<file path="src/rtl/encout_pkg.sv">
// encout_pkg: shared FSM states and ENCOUT register map for the APB requester
package encout_pkg;
  typedef enum logic [1:0] {IDLE, SETUP, ACCESS, RESP} state_e;
  localparam logic [31:0] ENCOUT_CTL = 32'hA011_C100;
  localparam logic [31:0] ENCOUT_VER = 32'hA011_2300;
endpackage

</file>
<file path="src/rtl/encout_apb_master.sv">
// encout_apb_master: single-command APB3 requester with wait-state timeout and held response
module encout_apb_master
  import encout_pkg::*;
#(
  parameter int TIMEOUT_CYC = 16
) (
  input  logic        i_pclk,
  input  logic        i_preset,
  input  logic        i_cmd_valid,
  output logic        o_cmd_ready,
  input  logic        i_cmd_write,
  input  logic [31:0] i_cmd_addr,
  input  logic [31:0] i_cmd_wdata,
  output logic        o_rsp_valid,
  input  logic        i_rsp_ready,
  output logic [31:0] o_rsp_rdata,
  output logic        o_rsp_err,
  output logic        o_rsp_timeout,
  output logic [31:0] o_paddr,
  output logic        o_psel,
  output logic        o_penable,
  output logic        o_pwrite,
  output logic [31:0] o_pwdata,
  input  logic        i_pready,
  input  logic [31:0] i_prdata,
  input  logic        i_pslverr
);
  localparam logic [7:0] TO = 8'(TIMEOUT_CYC);
  state_e state_q, state_d;
  logic [7:0] cnt_q, cnt_d;
  logic cmd_ready_q, cmd_ready_d, psel_q, psel_d, penable_q, penable_d, pwrite_q, pwrite_d;
  logic rsp_valid_q, rsp_valid_d, rsp_err_q, rsp_err_d, rsp_timeout_q, rsp_timeout_d;
  logic [31:0] paddr_q, paddr_d, pwdata_q, pwdata_d, rsp_rdata_q, rsp_rdata_d;
  always_comb begin
    state_d = state_q;
    cnt_d = cnt_q;
    cmd_ready_d = cmd_ready_q;
    psel_d = psel_q;
    penable_d = penable_q;
    pwrite_d = pwrite_q;
    paddr_d = paddr_q;
    pwdata_d = pwdata_q;
    rsp_valid_d = rsp_valid_q;
    rsp_rdata_d = rsp_rdata_q;
    rsp_err_d = rsp_err_q;
    rsp_timeout_d = rsp_timeout_q;
    unique case (state_q)
      IDLE: begin
        cmd_ready_d = 1'b1;
        if (i_cmd_valid && cmd_ready_q) begin
          state_d = SETUP;
          cmd_ready_d = 1'b0;
          psel_d = 1'b1;
          pwrite_d = i_cmd_write;
          paddr_d = i_cmd_addr;
          pwdata_d = i_cmd_wdata;
          cnt_d = 8'd0;
        end
      end
      SETUP: begin
        state_d = ACCESS;
        penable_d = 1'b1;
      end
      ACCESS: begin
        cnt_d = i_pready ? cnt_q : cnt_q + 8'd1;
        if (i_pready || cnt_d == TO) begin
          state_d = RESP;
          psel_d = 1'b0;
          penable_d = 1'b0;
          rsp_valid_d = 1'b1;
          rsp_rdata_d = (i_pready && !pwrite_q) ? i_prdata : 32'd0;
          rsp_err_d = i_pready ? i_pslverr : 1'b1;
          rsp_timeout_d = !i_pready;
        end
      end
      RESP: begin
        if (i_rsp_ready) begin
          state_d = IDLE;
          cmd_ready_d = 1'b1;
          rsp_valid_d = 1'b0;
          rsp_rdata_d = 32'd0;
          rsp_err_d = 1'b0;
          rsp_timeout_d = 1'b0;
        end
      end
      default: state_d = IDLE;
    endcase
  end
  always_ff @(posedge i_pclk) begin
    if (i_preset) begin
      state_q <= IDLE;
      cnt_q <= 8'd0;
      cmd_ready_q <= 1'b0;
      psel_q <= 1'b0;
      penable_q <= 1'b0;
      pwrite_q <= 1'b0;
      paddr_q <= 32'd0;
      pwdata_q <= 32'd0;
      rsp_valid_q <= 1'b0;
      rsp_rdata_q <= 32'd0;
      rsp_err_q <= 1'b0;
      rsp_timeout_q <= 1'b0;
    end else begin
      state_q <= state_d;
      cnt_q <= cnt_d;
      cmd_ready_q <= cmd_ready_d;
      psel_q <= psel_d;
      penable_q <= penable_d;
      pwrite_q <= pwrite_d;
      paddr_q <= paddr_d;
      pwdata_q <= pwdata_d;
      rsp_valid_q <= rsp_valid_d;
      rsp_rdata_q <= rsp_rdata_d;
      rsp_err_q <= rsp_err_d;
      rsp_timeout_q <= rsp_timeout_d;
    end
  end
  assign o_cmd_ready = cmd_ready_q;
  assign o_psel = psel_q;
  assign o_penable = penable_q;
  assign o_pwrite = pwrite_q;
  assign o_paddr = paddr_q;
  assign o_pwdata = pwdata_q;
  assign o_rsp_valid = rsp_valid_q;
  assign o_rsp_rdata = rsp_rdata_q;
  assign o_rsp_err = rsp_err_q;
  assign o_rsp_timeout = rsp_timeout_q;
endmodule

</file>
<file path="config.mk">
export PLATFORM = sky130hd
export DESIGN_NAME = encout_apb_master
export DESIGN_NICKNAME = d
export VERILOG_FILES = /design/src/rtl/encout_pkg.sv /design/src/rtl/encout_apb_master.sv
export SDC_FILE = /design/constraint.sdc
export NUM_CORES = 1
export LEC_CHECK = 0
export ABC_AREA = 0
export CAP_MARGIN = 40
export CORE_ASPECT_RATIO = 0.9
export CORE_UTILIZATION = 36
export CTS_BUF_LIST = sky130_fd_sc_hd__clkbuf_16
export CTS_CLUSTER_DIAMETER = 100
export DETAILED_ROUTE_END_ITERATION = 12
export GPL_TIMING_DRIVEN = 0
export PLACE_DENSITY_LB_ADDON = 0.1
export SYNTH_ARGS = -nofsm -noshare
export SYNTH_HDL_FRONTEND = slang
export SYNTH_SLANG_ARGS = --single-unit
</file>
<file path="constraint.sdc">
create_clock -name i_pclk -period 2.12 [get_ports i_pclk]
set_input_delay 0.53 -clock i_pclk [delete_from_list [all_inputs] [get_ports i_pclk]]
set_output_delay 0.53 -clock i_pclk [all_outputs]
set_load 0.1 [all_outputs]
</file>
==> flow_summary.yaml <==
outcome:
  outcome: "finished clean"
placement:
  gp_congestion: 0.779
  pre_cts_slack_ns: -0.830
  dp_hpwl_um: 11000
  port_buffers: 205
global_routing:
  overflow: 0
  grt_use_total_pct: 25.7
  grt_start_max_net_pins: 17
  grt_pass1_wl_um: 23400
  antenna_found_initial: 1
  grt_pass1_vias: 4791
setup_path:
  critPathRequiredTime_ns: 1.59
  worst_ep_arrival_time_ns: 1.55
  end_kind: "output pin"
  cp_slowest_cell: "clkdlybuf4s50_1"
  critPathMaxStageDelay_ns: 0.60
  critPathLaunchType: "register"
  crit_path_cell_trace: "clkdlybuf4s50_1, buf_16"
  crit_path_max_fanout: 2
  crit_type: "reg -> out"
clock_network:
  cts.sinks: 113
  cts_tree: "yes"
  cts_buffers: 17
  postCtsHoldBufs: 0
  clk_latency_ns: 0.41
  root_buffer: "clkbuf_16"
  cts_max_path_buffers: 2
  htreeDepth: 4
  clkTransAtPathRegs_ns: 0.05
synthesis:
  ys_ff_latch: 113
  yosysWarnings: 0
  async_flop_share_pct: 0
  synth.top_cell.area_share_pct: 55.0
  synth_fp_nets: 576
  synth_top_cell_by_area: "dfxtp_1"
  syn_avg_cell_area_um2: 8.77
  yosys.cell_types.count: 45
  syn_area_um2: 4110
  synth_ff_type: "dfxtp_1"
  ys_top_cells_by_area: "dfxtp_1 55%, nand2_1 13%, a21oi_1 8.8%"
  synth_edf_count: 0
  synth_seq_area_share_pct: 55.0
  syn_inst: 469
drt:
  vias_per_cell: 4.85
  drtIter0Drc: 214
  routed_wl_um: 15200
  drt-wirelength-per-cell_um: 15.7
  num_vias: 4693
  antenna_left: 0
  drt-pass1-iter-count: 5
  drc_errors: 0
timing:
  fin_crit_sh_pct: 98.0
  hold_viol_final: 0
  setup_viol: 0
  finClkSkew_ns: 0.0120
  setup_slack_ns: 0.0415
  maxSlewViolCount: 0
  finalCriticalPeriod_ns: 2.08
  tightest_slew_ns: 0.581
  clock.fmax_mhz: 481
  slew_headroom_pct: 61.0
die:
  die_w_um: 115
  core-area_um2: 11000
  num_rows: 36
  start_util_pct: 37.4
  die_y_um: 103
  die_area_um2: 11900
  ios: 206
power:
  ir_drop_mv: 0.624
  p_clk_share_pct: 37.6
  power.density_nw_per_um2: 840
  p_sw_mw: 2.52
  p_int_mw: 5.05
  swShare_pct: 33.3
  power_leakage_nw: 3.56
  pwr-share-seq_pct: 30.9
  comb_power_share_pct: 31.5
layout:
  drive_above_1_share_pct: 20.5
  fin_util_pct: 82.1
  area_growth_pct: 119
  nets: 908
flow_run:
  cap_violations: 0
worst_hold_path:
  hp-class: "in -> reg"
==> stage by stage <==
stage / instance area (um^2) / TNS [ns] / total power, mW / hold WS (ns) / std cells
4_1_cts: 8950 / 0 / 7.61 / 0.453 / 964
3_3_place_gp: 6350 / -41.40 / 4.18 / 0.441 / 826
2_1_floorplan: 4110 / 0 / 3.64 / 0.463 / 469
5_1_grt: 9020 / -0.137 / 7.83 / 0.414 / 967
3_5_place_dp: 8310 / -45.13 / 4.76 / 0.446 / 929
6_report: 9020 / 0 / 7.57 / 0.420 / 967
==> cell usage after synthesis, types with 3 or more instances <==
cell	n
a21oi_1	72
a22o_1	32
buf_1	4
buf_6	5
clkbuf_1	22
dfxtp_1	113
ha_1	4
inv_1	4
nand2_1	142
nand2b_1	3
nand3_1	3
nand4_1	3
nor2_1	12
nor2b_1	4
nor3_1	4
o21ai_0	7
==> registers in the layout, summed over array words and instances, names as in the netlist <==
name           flops
o_cmd_ready        1
o_rsp_timeout      1
o_pwdata          32
o_penable          1
state_q            2
o_psel             1
o_pwrite           1
o_rsp_valid        1
o_paddr           32
o_rsp_rdata       32
cnt_q              8
o_rsp_err          1
==> final timing paths <==
| kind | from | to | slack, ns | cells after the start |
|---|---|---|---|---|
| setup / recovery | o_rsp_rdata[1] | o_rsp_rdata[1] | 0.04 | 2 |
| hold / removal | i_pready | o_rsp_timeout | 0.42 | 2 |
| setup reg to reg | cnt_q[1] | o_rsp_rdata[9] | 0.06 | 9 |
| hold reg to reg | o_paddr[14] | o_paddr[14] | 0.45 | 2 |
==> logic make-up after synthesis <==
kind of cell	count (synthesis)	synth area share (%)
mux	1	0.243
xor+xnor	2	0.426
flops	113	55.0
buf+inv	37	4.35
fa+ha+maj	4	1.22
simple gates	185	19.1
compound gates	127	19.6
==> cell type report <==
cell class | instances | area, um^2
diodes | 1 | 2.50
plain buffers | 33 | 186
clock buffers | 17 | 425
clock inverters | 15 | 168
fillers | 620 | 1970
inverters | 4 | 15.0
multi-input cells | 319 | 1680
flip-flops and latches | 113 | 2270
well taps | 152 | 190
repair buffers | 313 | 4080
==> placed cells by master (no fill, tap or decap), drive strengths merged, types with 3 or more instances in the layout <==
cell	Yosys	routed
nand2b	3	3
clkinvlp	0	3
clkinv	0	8
bufinv	0	3
a22o	32	32
ha	4	4
o21ai	8	8
nor2	12	12
buf	11	123
a311oi	3	3
nor3	4	4
clkdlybuf4s50	0	197
nand2	142	142
inv	4	5
nand4	3	3
clkbuf	22	37
a21oi	72	72
nand3	3	3
dfxtp	113	113
dlymetal6s2s	0	5
nor2b	4	4
==> power groups by stage <==
stage,clock network (mW),logic (mW),registers (mW)
after global routing,3.00,2.48,2.36
after floorplan,0,0.355,3.28
after global placement,0,1.81,2.37
after detailed placement,0,2.38,2.38
after CTS,2.87,2.40,2.34
final,2.85,2.38,2.34
==> timing repair <==
item | in CTS | in global routing
setup endpoints to repair | 69 | 81
cloned | 0 | 0
pin swaps | 3 | 3
resized for setup | 9 | 32
setup buffers | 3 | 3
==> worst max-delay path, delay by kind of cell, from the launching register on <==
kind	cells	cell delay [ns]
flops	1	0.34
buf+inv	2	0.80
==> routing by layer <==
layer	wire [um]	up-vias	track usage [%]
met2	7820	194	46.0
met3	1020	23	8.28
li1	-	2276	-
met4	265	0	9.39
met1	6070	2200	28.9
met5	0	-	0
Note: power is estimated with default switching activity, not from simulation.
